--- src/rtl/ex_muldiv_unit_pkg.sv ---
// Shared encodings and helpers for the iterative multiply/divide unit.
package ex_muldiv_unit_pkg;

    localparam int WIDTH_DEFAULT = 32;

    typedef enum logic [1:0] {
        OP_MULT  = 2'b00,
        OP_MULTU = 2'b01,
        OP_DIV   = 2'b10,
        OP_DIVU  = 2'b11
    } opCodeT;

    typedef enum logic [1:0] {
        ST_IDLE = 2'b00,
        ST_RUN  = 2'b01,
        ST_FIX  = 2'b10
    } stateT;

    function automatic logic isDivOp(input logic [1:0] op);
        return (opCodeT'(op) == OP_DIV) || (opCodeT'(op) == OP_DIVU);
    endfunction

    function automatic logic isSignedOp(input logic [1:0] op);
        return (opCodeT'(op) == OP_MULT) || (opCodeT'(op) == OP_DIV);
    endfunction

endpackage

--- src/rtl/muldiv_step.sv ---
// One radix-2 iteration: shift-add multiply or restoring divide on a 2*WIDTH accumulator.
module muldiv_step #(
    parameter int WIDTH = 32
) (
    input  logic [2*WIDTH-1:0] acc,
    input  logic [WIDTH-1:0]   operand,
    input  logic               divMode,
    output logic [2*WIDTH-1:0] accNext,
    output logic               qBit
);

    logic [WIDTH:0]   addSum;
    logic [WIDTH:0]   shifted;
    logic [WIDTH-1:0] diff;
    logic             fits;

    always_comb begin
        addSum  = {1'b0, acc[2*WIDTH-1:WIDTH]}
                + (acc[0] ? {1'b0, operand} : {(WIDTH+1){1'b0}});
        shifted = {acc[2*WIDTH-1:WIDTH], acc[WIDTH-1]};
        fits    = (shifted >= {1'b0, operand});
        // When the trial subtraction fits, the true difference is below 2^WIDTH.
        diff    = shifted[WIDTH-1:0] - operand;
        qBit    = 1'b0;
        accNext = '0;
        if (divMode) begin
            qBit    = fits;
            accNext = {(fits ? diff : shifted[WIDTH-1:0]), acc[WIDTH-2:0], 1'b0};
        end else begin
            accNext = {addSum, acc[WIDTH-1:1]};
        end
    end

endmodule

--- src/rtl/ex_muldiv_unit.sv ---
// Execute-stage iterative MULT/MULTU/DIV/DIVU unit holding results in HI/LO.
module ex_muldiv_unit
    import ex_muldiv_unit_pkg::*;
#(
    parameter int WIDTH = WIDTH_DEFAULT
) (
    input  logic             clk,
    input  logic             rst_n,
    input  logic             start,
    input  logic [1:0]       op,
    input  logic [WIDTH-1:0] srcA,
    input  logic [WIDTH-1:0] srcB,
    input  logic             flush,
    output logic             busy,
    output logic             done,
    output logic [WIDTH-1:0] hi,
    output logic [WIDTH-1:0] lo,
    output logic [1:0]       dbgState
);

    // Handshake: start is taken only when idle, not flushed and not in the done cycle;
    // busy stays high from acceptance until the cycle done pulses; done lasts one cycle.
    localparam int CNT_W = $clog2(WIDTH + 1);
    localparam logic [CNT_W-1:0] CNT_LOAD = CNT_W'(WIDTH);
    localparam logic [CNT_W-1:0] CNT_ONE  = CNT_W'(1);

    stateT              state;
    logic [CNT_W-1:0]   count;
    logic [2*WIDTH-1:0] acc;
    logic [WIDTH-1:0]   operand;
    logic               divMode;
    logic               negResult;
    logic               negRem;
    logic               divZero;

    logic [WIDTH-1:0]   absA;
    logic [WIDTH-1:0]   absB;
    logic               accept;
    logic [2*WIDTH-1:0] stepAcc;
    logic               stepQ;
    logic [WIDTH-1:0]   fixHi;
    logic [WIDTH-1:0]   fixLo;

    assign dbgState = state;

    always_comb begin
        absA   = (isSignedOp(op) && srcA[WIDTH-1]) ? -srcA : srcA;
        absB   = (isSignedOp(op) && srcB[WIDTH-1]) ? -srcB : srcB;
        accept = (state == ST_IDLE) && start && !flush && !done;
    end

    muldiv_step #(.WIDTH(WIDTH)) uStep (
        .acc    (acc),
        .operand(operand),
        .divMode(divMode),
        .accNext(stepAcc),
        .qBit   (stepQ)
    );

    // Divide-by-zero leaves |srcA| as remainder, so the dividend-sign fix restores srcA.
    always_comb begin
        fixHi = '0;
        fixLo = '0;
        if (!divMode) begin
            {fixHi, fixLo} = negResult ? -acc : acc;
        end else begin
            fixLo = divZero ? '1
                  : (negResult ? -acc[WIDTH-1:0] : acc[WIDTH-1:0]);
            fixHi = negRem ? -acc[2*WIDTH-1:WIDTH] : acc[2*WIDTH-1:WIDTH];
        end
    end

    always_ff @(posedge clk) begin
        if (!rst_n) begin
            state     <= ST_IDLE;
            busy      <= 1'b0;
            done      <= 1'b0;
            hi        <= '0;
            lo        <= '0;
            count     <= '0;
            acc       <= '0;
            operand   <= '0;
            divMode   <= 1'b0;
            negResult <= 1'b0;
            negRem    <= 1'b0;
            divZero   <= 1'b0;
        end else begin
            done <= 1'b0;
            case (state)
                ST_IDLE: begin
                    if (accept) begin
                        state     <= ST_RUN;
                        busy      <= 1'b1;
                        count     <= CNT_LOAD;
                        divMode   <= isDivOp(op);
                        negResult <= isSignedOp(op) && (srcA[WIDTH-1] ^ srcB[WIDTH-1]);
                        negRem    <= isSignedOp(op) && srcA[WIDTH-1];
                        divZero   <= isDivOp(op) && (srcB == '0);
                        acc       <= {{WIDTH{1'b0}}, (isDivOp(op) ? absA : absB)};
                        operand   <= isDivOp(op) ? absB : absA;
                    end
                end
                ST_RUN: begin
                    if (flush) begin
                        state <= ST_IDLE;
                        busy  <= 1'b0;
                    end else begin
                        acc   <= {stepAcc[2*WIDTH-1:1], stepAcc[0] | stepQ};
                        count <= count - CNT_ONE;
                        if (count == CNT_ONE) begin
                            state <= ST_FIX;
                        end
                    end
                end
                ST_FIX: begin
                    state <= ST_IDLE;
                    busy  <= 1'b0;
                    if (!flush) begin
                        hi   <= fixHi;
                        lo   <= fixLo;
                        done <= 1'b1;
                    end
                end
                default: begin
                    state <= ST_IDLE;
                    busy  <= 1'b0;
                end
            endcase
        end
    end

endmodule

--- config.mk ---
export PLATFORM = sky130hd
export DESIGN_NAME = ex_muldiv_unit
export DESIGN_NICKNAME = d
export VERILOG_FILES = /design/src/rtl/ex_muldiv_unit_pkg.sv /design/src/rtl/muldiv_step.sv /design/src/rtl/ex_muldiv_unit.sv
export SDC_FILE = /design/constraint.sdc
export NUM_CORES = 1
export LEC_CHECK = 0
export BUFFER_PORTS_ARGS = -buffer_cell sky130_fd_sc_hd__clkbuf_2
export CAP_MARGIN = 15
export CORE_AREA = 2 2 164 166
export CTS_CLUSTER_DIAMETER = 40
export DETAILED_ROUTE_END_ITERATION = 10
export DIE_AREA = 0 0 166 168
export MAX_ROUTING_LAYER = met4
export PLACE_DENSITY = 0.77
export SYNTH_ARGS = -nofsm -noshare
export SYNTH_HDL_FRONTEND = slang
export SYNTH_SLANG_ARGS = --single-unit
--- constraint.sdc ---
create_clock -name clk -period 3.2 [get_ports clk]
set_clock_uncertainty 0.1 [all_clocks]
set_input_delay 0.32 -clock clk [delete_from_list [all_inputs] [get_ports clk]]
set_output_delay 0.32 -clock clk [all_outputs]
set_load 0.005 [all_outputs]
==> summary.md <==
| Metric | Value |
|---|---|
| Outcome | finished with violations |
| Failing checks | negative setup slack |
| Final hold vios | 0 |
| Initial antenna violation count | 0 |
| Reg2reg end | acc[63]$_SDFFE_PN0P_ |
| Clk_lat worst skew | around 460 ps |
| Clock transition at path regs | approximately 90 ps |
| DIE HEIGHT | ~170 um |
| Arr. time, crit path | ~3500 ps |
| Min cycle time layout | between 3000 and 4000 ps |
| Layout Area Growth over Synthesis | 20.4% |
| Worst Setup SP | acc[0]$_SDFFE_PN0P_ |
| Reg2reg setup slack | -50 ps |
| DRT Wirelength | roughly 49000 um |
| Setup TNS | -48.6 ps |
| Min-delay src | srcB[22] |
| Most common cell on crit path | buf_4 |
| Post-Syn Area | roughly 14000 um2 |
| Synth Flop Type | dfxtp_1 |
| Site Rows | 60 |
| Maxcap violations | 0 |
| GR Util met3 | between 4 and 5% |
| Placed cell count | about 2500 |
| Power per cell area | between 300 and 400 nW/um2 |
| GPL Wtd Cong | around 0.97 |
| Num CTS Buffers | 17 |
| Total power | ~6.5 mW |
| CP max FO | 18 |
| Worst Max-Slew Pin Slew | just over 800 ps |
| CTS Buffer Depth | 2 |
| Crit. End Element | flip-flop |
| Remaining global-route overflow | 0 |
| Initial Util | 53.5% |
| Pre-CTS WS | -260 ps |
| Count leader, synth | a21oi_1 |
| Post-layout util | between 60 and 70% |
| DRT iter0 DRCs | 1444 |
| Final instance area | between 15000 and 20000 um2 |
| Via Count | ~15000 |
| Ys Warns | 0 |
| Cell Area, Placed | approximately 16000 um2 |
| Min Hold Slack | around 170 ps |
| Ant diodes | 0 |
| CP required | 3450 ps |
| CTS Hold Bufs | 0 |
| EDFF count, synth | 0 |
| Maximum level of the CTS H-tree | 4 |
| Yosys top cell area share | about a quarter |
| Relative slew margins | between 40 and 50% |
| Worst-path cell chain | inv_1, buf_12, nor2_1, ha_1, o211ai_1, a21oi_2, buf_4, o41ai_4, buf_4, o31ai_2, buf_4, a41oi_4, o31ai_2, a2111oi_1, nor3_1, a22o_1 |
| Worst setup margin | -48.6 ps |
| Largest net degree at the start of global routing | between 70 and 80 |
| Layer with the highest usage | met2 |
| Detailed-route DRC error count | 0 |
| Startpoint types | flip-flop |
| Post-Syn Nets | between 2000 and 2500 |
| CP max stage delay | between 300 and 400 ps |
| I/O Buffers | about 140 |
| Die area | ~28000 um2 |
| Fin. max-slew vios | 0 |
| Wire length per cell | 19.7 um |
| Root Buffer | clkbuf_16 |
| Global-route wire length before repair | about 77000 um |
| Pre-antenna DRT Iters | 5 |
| Share of post-route cells with drive strength above 1 | about a fifth |
| F_max | between 300 and 400 MHz |
| Worst Hold Endpoint | operand[22]$_SDFFE_PN0P_ |
| Synth cell types | 82 |
| Core Region | 26400 um2 |
| Flops & latches, synth | ~170 |
| Die extent in x | roughly 170 um |
| GRT Total Usage | between 30 and 40% |
| RR Startpoint | acc[0]$_SDFFE_PN0P_ |
| Tcrit/Tclk final | 102% |
| CTS tree | yes |
| Routed Antenna Nets | 0 |
| Hold Crit Class | primary input to flip-flop |
| Non-filler instance count after layout | 2490 |
| Synth Area per Inst | about 7.3 um2 |
| Worst r2r path cells | 16 |
| Final setup vio count | 1 |
| Met1 Usage GRT | between 40 and 50% |
| Vias per cell | between 6 and 7 |
| Cell taking the most area after synthesis | dfxtp_1 |
| Seq/Total Area, Yosys | 24.7% |
| Layout Nets | between 2000 and 2500 |
| WS Path Type | flip-flop to flip-flop |
| Hold path cells | 4 |
| LEAKAGE | 7.18 nW |
| Commonest cells in the netlist | 209 x a21oi_1, 199 x nand2_1, 191 x o21ai_0, 187 x nor2_1, 174 x dfxtp_1 |
| RSZ-0062 raised after global routing | yes |
| Synth top area cells | dfxtp_1 25%, a21oi_1 7.4%, o21ai_0 6.8% |
| Met2 Usage GRT | 57.3% |
| Post-synth ARST share | 0% |
| I/O pin count | around 140 |
| Cells after Synth | 1932 |
| Vias in the first global route | between 10000 and 15000 |
| Slowest cell on crit path | a2111oi_1 |
| Worst VDD drop | about 0.28 mV |
| Clock Sinks | 174 |
| Detailed placer's ending HPWL | 37800 um |
-- cells in the final DEF, fill, tap and decap left out, types with 25 or more instances in the layout --
cell	n
a21oi_1	202
nand2_1	196
nor2_1	187
o21ai_0	182
dfxtp_1	172
buf_4	167
clkbuf_2	137
xor2_1	84
xnor2_1	83
ha_1	67
inv_1	65
nor3_1	42
mux2i_1	41
nand3_1	41
o211ai_1	40
a211oi_1	30
a21o_1	25
-- critical path: cells and delay by family, from the launching register on --
family,cells,cell delay (ps)
flops,1,350
fa+ha+maj,1,260
compound gates,8,1470
buf+inv,5,750
simple gates,2,230
-- routing by layer --
metal / vias to the layer above / routed length [um]
met5: - / 0
met4: 0 / 2550
met3: 107 / 3170
met2: 625 / 22600
met1: 7178 / 20700
li1: 7384 / -
-- cell families (layout without fill, tap and decap cells) --
family                     count (synthesis)  count (layout)  share of synthesized area, %
AOI/OAI and AO/OA                        653             653                          28.5
and+or+nand+nor                          621             621                          20.8
buffers and inverters                    192             409                          5.27
DFF                                      174             174                          24.7
xor gates and xnor gates                 168             168                          10.4
adders and majority gates                 72              72                          6.49
muxes                                     52              52                          3.78
-- cell type report --
cell class / instances / area [um2]
multi-input combinational: 1566 / 10100
clock buffer: 17 / 425
fill: 2363 / 9360
inverter: 69 / 259
clock inverter: 15 / 231
sequential: 174 / 3490
timing repair buffer: 308 / 2020
tap: 341 / 427
-- timing repair --
| item | in CTS | in global routing |
|---|---|---|
| resized for setup | 11 | 52 |
| pin swaps | 3 | 14 |
| endpoints found under the setup margin | 11 | 37 |
| buffers inserted | 1 | 5 |
-- registers in the layout, indices dropped and copies added, names as in the netlist --
signal / flops
acc: 64
hi: 32
lo: 32
operand: 32
count: 6
dbgState: 2
busy: 1
divMode: 1
divZero: 1
done: 1
negRem: 1
negResult: 1
-- report_power, final --
| part | leakage, nW | internal (mW) | total, mW | switching (mW) |
|---|---|---|---|---|
| sequential | 1.41 | 2.24 | 2.34 | 0.0933 |
| combinational | 5.45 | 0.762 | 1.90 | 1.14 |
| clock | 0.315 | 1.12 | 2.31 | 1.19 |
-- worst max path at each step --
stage | slack (ps) | cells after the start | end
2_1_floorplan | 70 | 13 | acc[63]$_SDFFE_PN0P_
3_5_place_dp | -260 | 13 | acc[62]$_SDFFE_PN0P_
5_1_grt | -180 | 16 | acc[63]$_SDFFE_PN0P_
4_1_cts | 10 | 15 | acc[62]$_SDFFE_PN0P_
3_3_place_gp | -260 | 13 | acc[62]$_SDFFE_PN0P_
6_report | -50 | 16 | acc[63]$_SDFFE_PN0P_
Note: power is estimated with default switching activity, not from simulation.
